--- src/rtl/acc_inst_fifo.sv ---
// Instruction queue front end: AXI4-Lite slave writes 32-bit words into a
// first-word-fall-through FIFO popped by the decoder; slave reads return occupancy.
module acc_inst_fifo #(
   parameter int ADDR_WIDTH = 64,
   parameter int DATA_WIDTH = 32,
   parameter int DEPTH      = 5
) (
   input  logic                  aclk,
   input  logic                  aresetn,
   input  logic [ADDR_WIDTH-1:0] s_nasti_aw_addr,
   input  logic                  s_nasti_aw_valid,
   output logic                  s_nasti_aw_ready,
   input  logic [DATA_WIDTH-1:0] s_nasti_w_data,
   input  logic [3:0]            s_nasti_w_strb,
   input  logic                  s_nasti_w_valid,
   output logic                  s_nasti_w_ready,
   output logic [1:0]            s_nasti_b_resp,
   output logic                  s_nasti_b_valid,
   input  logic                  s_nasti_b_ready,
   input  logic [ADDR_WIDTH-1:0] s_nasti_ar_addr,
   input  logic                  s_nasti_ar_valid,
   output logic                  s_nasti_ar_ready,
   output logic [DATA_WIDTH-1:0] s_nasti_r_data,
   output logic [1:0]            s_nasti_r_resp,
   output logic                  s_nasti_r_valid,
   input  logic                  s_nasti_r_ready,
   input  logic                  r_en,
   output logic [DATA_WIDTH-1:0] r_data,
   output logic                  full,
   output logic                  empty
);

   localparam int ENTRIES = 1 << DEPTH;
   localparam logic [DEPTH:0] COUNT_MAX = (DEPTH+1)'(ENTRIES);

   function automatic logic [DATA_WIDTH-1:0] status_word(input logic [DEPTH:0] c);
      status_word = '0;
      status_word[DEPTH:0] = c;
   endfunction

   logic [DATA_WIDTH-1:0] mem [ENTRIES];
   logic [DEPTH-1:0]      wr_ptr, rd_ptr;
   logic [DEPTH:0]        count, count_nxt;
   logic                  full_q, empty_q;
   logic                  b_valid_q, r_valid_q;
   logic [DATA_WIDTH-1:0] r_data_q;
   logic                  wr_fire, ar_fire, push, pop;
   logic                  unused_addr;

   assign unused_addr = ^{s_nasti_aw_addr, s_nasti_ar_addr};

   // Write handshake only while no response is outstanding, so one write per two cycles
   assign wr_fire = s_nasti_aw_valid & s_nasti_w_valid & ~b_valid_q;
   assign ar_fire = s_nasti_ar_valid & ~r_valid_q;
   assign push    = wr_fire & (s_nasti_w_strb == 4'hF) & ~full_q;
   assign pop     = r_en & ~empty_q;

   assign s_nasti_aw_ready = wr_fire;
   assign s_nasti_w_ready  = wr_fire;
   assign s_nasti_b_resp   = 2'b00;
   assign s_nasti_b_valid  = b_valid_q;
   assign s_nasti_ar_ready = ~r_valid_q;
   assign s_nasti_r_data   = r_data_q;
   assign s_nasti_r_resp   = 2'b00;
   assign s_nasti_r_valid  = r_valid_q;

   assign r_data = mem[rd_ptr];
   assign full   = full_q;
   assign empty  = empty_q;

   always_comb begin
      count_nxt = count;
      case ({push, pop})
         2'b10:   count_nxt = count + (DEPTH+1)'(1);
         2'b01:   count_nxt = count - (DEPTH+1)'(1);
         default: count_nxt = count;
      endcase
   end

   // Storage carries no reset; contents are meaningless until written
   always_ff @(posedge aclk) begin
      if (push) mem[wr_ptr] <= s_nasti_w_data;
   end

   always_ff @(posedge aclk or negedge aresetn) begin
      if (!aresetn) begin
         wr_ptr  <= '0;
         rd_ptr  <= '0;
         count   <= '0;
         full_q  <= 1'b0;
         empty_q <= 1'b1;
      end else begin
         if (push) wr_ptr <= wr_ptr + DEPTH'(1);
         if (pop)  rd_ptr <= rd_ptr + DEPTH'(1);
         count   <= count_nxt;
         full_q  <= (count_nxt == COUNT_MAX);
         empty_q <= (count_nxt == '0);
      end
   end

   always_ff @(posedge aclk or negedge aresetn) begin
      if (!aresetn) begin
         b_valid_q <= 1'b0;
         r_valid_q <= 1'b0;
         r_data_q  <= '0;
      end else begin
         if (wr_fire)
            b_valid_q <= 1'b1;
         else if (s_nasti_b_ready)
            b_valid_q <= 1'b0;
         if (ar_fire) begin
            r_valid_q <= 1'b1;
            r_data_q  <= status_word(count);
         end else if (s_nasti_r_ready) begin
            r_valid_q <= 1'b0;
         end
      end
   end

endmodule

--- config.mk ---
export PLATFORM = sky130hd
export DESIGN_NAME = acc_inst_fifo
export DESIGN_NICKNAME = d
export VERILOG_FILES = /design/src/rtl/acc_inst_fifo.sv
export SDC_FILE = /design/constraint.sdc
export NUM_CORES = 1
export LEC_CHECK = 0
export ABC_AREA = 1
export ABC_CLOCK_PERIOD_IN_PS = 3500
export BUFFER_PORTS_ARGS = -buffer_cell sky130_fd_sc_hd__buf_4
export CORE_MARGIN = 2
export CORE_UTILIZATION = 30
export CTS_CLUSTER_DIAMETER = 60
export CTS_CLUSTER_SIZE = 40
export DETAILED_ROUTE_END_ITERATION = 12
export SETUP_SLACK_MARGIN = 0.3
export SYNTH_ARGS = -nofsm -noshare
export SYNTH_HDL_FRONTEND = slang
export SYNTH_SLANG_ARGS = --single-unit
export TNS_END_PERCENT = 10
--- constraint.sdc ---
create_clock -name aclk -period 3.5 [get_ports aclk]
set_input_delay 0.525 -clock aclk [delete_from_list [all_inputs] [get_ports aclk]]
set_output_delay 0.525 -clock aclk [all_outputs]
set_load 0.05 [all_outputs]
# Word-level counts from Yosys, hierarchy flattened
# Memory sizes are Yosys's and may differ from the RTL's.
# Cells that the tools add are included.
# op_classes
addsub,4
n_eq_ne,4
muxes,7
bitwise,10
reduce_logical,3
# op_table
op,n
$pmux 6 s2,1
$add 5x1->5 const B,2
$add 6x1->6 const B,1
$and 1x1->1,6
$eq 6x6->1 const B,1
$logic_not 6->1,1
$mux 1,6
$sub 6x1->6 const B,1
$eq 4x4->1 const B,1
$not 1->1,4
$reduce_bool 2->1,2
$eq 2x1->1 const B,1
$eq 2x2->1 const B,1
# word_totals
ff_bits,26
ramBits,1024
in_bits,172
output_inout_bits,75
word_cells,37
mem_count,1
# mem_list
memory,words,word_bits,read_ports,rd_clocked_by_memory_dff,write_ports,line_no,rtl
mem,32,32,1,0,1,41,logic [DATA_WIDTH-1:0] mem [ENTRIES];

# Logic depth before layout (Yosys ltp)
# depth
word_depth,7
mapped_depth,18
mapped_depth_nobuf,18

# Least setup slack after synthesis
# Ideal clock, no wire load.
# synth_timing
path_type,register to register
from,register b_valid_q (netlist: s_nasti_b_valid)
to,"memory mem[11][0], enable pin"
setup_time_ns,0.421
arrival_ns,3.019
required_ns,3.079
setup_slack_ns,0.060
stages_incl_launch_ff,8
path_buffers,0
period_less_slack_ns,3.440
path_cell_list,dfrtp_1 inv_1 nand3_1 inv_1 nand2_1 nor2_1 inv_1 nor2_1
# synth_between
elab_chain_len,6
# synth_rtl
item,line_no,rtl
start: declaration,45,"logic b_valid_q, r_valid_q;"
start signal: assignment,103,b_valid_q <= 1'b0;
start signal: assignment,108,b_valid_q <= 1'b1;
start signal: assignment,110,b_valid_q <= 1'b0;
$not 1->1,53,assign wr_fire = s_nasti_aw_valid & s_nasti_w_valid & ~b_valid_q;
$and 1x1->1,53,
via s_nasti_aw_ready,12,"output logic s_nasti_aw_ready,"
$and 1x1->1 (2 in a row),55,assign push = wr_fire & (s_nasti_w_strb == 4'hF) & ~full_q;
$mux 1,82,if (push) mem[wr_ptr] <= s_nasti_w_data;
$mux 1 (not written as such),82,
end: declaration,41,
# The timed path passes the listed nets, and every way through them passes these cells.

# Worst setup path after layout
# layout_timing
from,register rd_ptr[0]
to,output r_data[27]
# layout_between
elab_chain_len,1
# layout_rtl
item,line_no,rtl
start: declaration,42,"logic [DEPTH-1:0] wr_ptr, rd_ptr;"
start signal: assignment,94,if (pop) rd_ptr <= rd_ptr + DEPTH'(1);
$mem_v2 32x32,n/a,
end: declaration,28,"output logic [DATA_WIDTH-1:0] r_data,"
# Every way passes these cells.

==> out/summary.json <==
{
  "synthesis": {
    "synth-edff-count": 1024,
    "synth.yosys.seq_area_share_pct": 74.92,
    "syn_area_per_cell_sq_um": 13.02,
    "mapped_cells": 3219,
    "main_synth_ff_type": "sky130_fd_sc_hd__edfxtp_1",
    "synth.cell_area_sq_um": 41910,
    "ys.warnings.count": 0,
    "post_synth_num_cell_types": 29,
    "postSynth.asyncResetShare_pct": 2.476,
    "synth.ff_latch_count": 1050
  },
  "sta": {
    "setup_viol": 0,
    "fmax_mhz": 306.8,
    "timing.final.hold_violations": 0,
    "period_share_pct": 93.12,
    "setup-tns-final_ps": 0,
    "worst_clock_skew_ps": 31.68,
    "grt_setup_unrepaired": "true",
    "worst_max_slew_margin_expressed_relative_to_the_limit_pct": 36.11,
    "layout_min_cycle_time_ps": 3259,
    "max_slew.worst_pin.slew_ps": 958.4,
    "slew_viol_final": 0
  },
  "clocking": {
    "clock-sinks": 1050,
    "cts.reportedPaths.clkPinSlew_ps": 80,
    "tritoncts_clock_tree": "yes",
    "worstSkewPairLatency_ps": 690,
    "cts_made_buffers": 84,
    "clock_buffer_depth": 3,
    "clockRootBuffer": "sky130_fd_sc_hd__clkbuf_16",
    "h-tree-depth": 3
  },
  "global_route": {
    "grt_start_max_net_pins": 71,
    "overflow": 0,
    "global_route.usage.total_pct": 16.53,
    "vias_in_the_first_global_route": 24460,
    "grt_first_pass_wirelength_mm": 172.2,
    "antenna_found_initial": 8
  },
  "hold_path": {
    "hold_path_class": "in2reg",
    "end_of_the_worst_hold_path": "s_nasti_b_valid$_DFFE_PN0P_",
    "holdCritStartpoint": "s_nasti_b_ready",
    "worst_hold_path.num_cells": 2
  },
  "critical_path": {
    "timing.setup.critical_path_class": "reg2out",
    "critPathLaunch": "rd_ptr[0]$_DFFE_PN0P_",
    "crit_required_ps": 2970,
    "rrSetupSlack_ps": 850,
    "r2r_cells": 8,
    "worstPathMaxFanout": 22,
    "crit_path_start_kind": "flip-flop",
    "critical_path.endpoint_type": "output port",
    "cp_data_arrival_time_ps": 2730,
    "worstReg2RegStart": "s_nasti_b_valid$_DFFE_PN0P_",
    "worst_r2r_endpoint": "mem[29][10]$_DFFE_PP_"
  },
  "routing": {
    "1st_iter_drt_viols": 2959,
    "drc_errors": 0,
    "wl_per_cell_um": 23.08,
    "ant_nets": 0,
    "via_count": 26370,
    "viasPerCell": 4.959,
    "drt-total-wl_mm": 122.7,
    "dr.pass1.iters": 5
  },
  "finish": {
    "finalInstanceArea_sq_um": 50160,
    "post_route_cells_drive_above_1_share_pct": 14.51,
    "nets": 3549,
    "area_growth_syn_to_layout_pct": 19.67,
    "final.fill_count": 13060
  },
  "floorplanning": {
    "dieWidth_um": 377.8,
    "die_h_um": 377.8,
    "initial_utilization_pct": 30.15,
    "placement_rows": 137,
    "ioPinCount": 247,
    "placeableCoreArea_sq_um": 139000,
    "design.die.area_sq_um": 142700
  },
  "outcome": {
    "status": "finished clean"
  },
  "power": {
    "pwr_density_cell_nw_per_um2": 833.6,
    "irDropWorstVdd_mv": 1.054,
    "cellLeakagePower_nw": 17.20
  },
  "placement": {
    "gp_routability_congestion": 0.7637,
    "place_hpwl_mm": 62.70,
    "buffer_ports.inserted": 88,
    "placed_cell_area_sq_um": 45430
  },
  "flow_run": {
    "drv_cap": 0
  }
}
[sequential cells by signal, summed over array words and instances (netlist names)]
name,count
s_nasti_r_valid,1
wr_ptr,5
rd_ptr,5
full,1
s_nasti_r_data,6
s_nasti_b_valid,1
count,6
mem,1024
empty,1
[metrics by stage]
step / util [%] / hold WS [ps] / setup WS, ps / cells / power [mW]
after CTS: 35.77 / 23.08 / 248.9 / 5300 / 41.14
after global routing: 36.08 / 46.54 / 177.0 / 5315 / 43.63
after detailed placement: 32.68 / 472.6 / 527.4 / 5104 / 28.52
after floorplan: - / 229.4 / 60.14 / 3248 / 23.68
final: 36.08 / 51.78 / 240.7 / 5317 / 41.81
after global placement: 32.68 / 470.0 / 518.5 / 5104 / 28.44
[cells in the final DEF (no fill, tap or decap), types with 15 or more instances in the layout]
master / Yosys / layout
sky130_fd_sc_hd__buf_6: 11 / 20
sky130_fd_sc_hd__clkinv_8: 0 / 15
sky130_fd_sc_hd__o21ai_1: 134 / 137
sky130_fd_sc_hd__clkbuf_16: 0 / 98
sky130_fd_sc_hd__nand2_2: 0 / 24
sky130_fd_sc_hd__nand3_1: 83 / 69
sky130_fd_sc_hd__inv_1: 30 / 27
sky130_fd_sc_hd__o21ai_0: 262 / 258
sky130_fd_sc_hd__mux2i_1: 128 / 128
sky130_fd_sc_hd__a21oi_1: 129 / 129
sky130_fd_sc_hd__buf_8: 0 / 18
sky130_fd_sc_hd__buf_12: 0 / 34
sky130_fd_sc_hd__nor2_1: 425 / 391
sky130_fd_sc_hd__dfrtp_1: 25 / 20
sky130_fd_sc_hd__edfxtp_1: 1024 / 1024
sky130_fd_sc_hd__conb_1: 1 / 30
sky130_fd_sc_hd__nand2_1: 600 / 568
sky130_fd_sc_hd__o22ai_1: 128 / 128
sky130_fd_sc_hd__nor2_4: 0 / 32
sky130_fd_sc_hd__buf_16: 0 / 25
sky130_fd_sc_hd__buf_4: 43 / 137
[metal layers]
layer | wire length, um | vias up | part of all wire [%] | global-route usage [%]
met5 | 57 | - | 0.046 | 0
met4 | 2414 | 10 | 2.0 | 4.340
met3 | 9530 | 157 | 7.8 | 2.873
met2 | 58660 | 1056 | 48 | 27.05
met1 | 52040 | 13240 | 42 | 22.63
li1 | - | 11900 | - | -
[worst max-delay path by stage]
stage                            to
2_1_floorplan  mem[11][0]$_DFFE_PP_
4_1_cts                  r_data[21]
3_3_place_gp             r_data[19]
6_report                 r_data[27]
3_5_place_dp             r_data[19]
5_1_grt                  r_data[20]
[area by class of cell]
cell class / instances / area, sq um / area share (%)
Timing Repair inverter: 6 / 86.33 / 0.1721
Antenna cell: 2 / 5.005 / 0.009978
Tap cell: 1876 / 2347 / 4.680
Sequential cell: 1050 / 31420 / 62.64
Clock inverter: 68 / 835.8 / 1.666
Multi-Input combinational cell: 1944 / 9773 / 19.48
Inverter: 33 / 176.4 / 0.3517
Timing Repair Buffer: 250 / 3316 / 6.610
Clock buffer: 88 / 2202 / 4.390
[synthesized netlist by cell type (all sizes together) (2+ instances only)]
cell | instances | area [sq um]
nand3 | 83 | 415.4
a21oi | 129 | 645.6
nand4 | 2 | 12.51
mux2i | 128 | 1281
xor2 | 8 | 70.07
buf | 143 | 872.1
o22ai | 128 | 800.8
inv | 32 | 122.6
clkbuf | 79 | 309.1
nand2 | 600 | 2252
xnor2 | 2 | 17.52
ha | 8 | 100.1
nor2 | 425 | 1595
nor3 | 2 | 10.01
edfxtp | 1024 | 30750
o21ai | 396 | 1982
dfrtp | 25 | 625.6
[critical path, cell delays in order, from the launching register on]
cell and delay (ps):
sky130_fd_sc_hd__dfrtp_4 590, sky130_fd_sc_hd__clkbuf_16 240, sky130_fd_sc_hd__inv_16 140, sky130_fd_sc_hd__buf_16 180, sky130_fd_sc_hd__o21ai_0 100, sky130_fd_sc_hd__o22ai_1 140, sky130_fd_sc_hd__nand2_1 70, sky130_fd_sc_hd__nand2_1 100
sky130_fd_sc_hd__nand3_1 160, sky130_fd_sc_hd__nand2_2 170, sky130_fd_sc_hd__buf_8 160
[report_power, final]
| part | internal [mW] | switching, mW |
|---|---|---|
| Clock | 5.32 | 5.04 |
| Combinational | 5.94 | 11.3 |
| Sequential | 13.9 | 0.278 |
[logic make-up after synthesis]
family,after synthesis,share of synthesized area (%)
other cells,1,0.008947
xor+xnor,10,0.2090
simple gates,1112,10.22
buf+inv,255,3.120
flops,1050,74.92
fa+ha+maj,8,0.2388
compound gates,654,8.197
mux,129,3.084
[timing repair]
| action | in CTS | in global routing |
|---|---|---|
| resized for setup | 122 | 41 |
| buffers inserted | 19 | 2 |
| setup endpoints to repair | 32 | 32 |
| hold buffers | 1 | 0 |
| hold endpoints to repair | 25 | 0 |
| gates cloned | 20 | 13 |
| pin swaps | 18 | 19 |
Power figures use the tool's default switching activity.
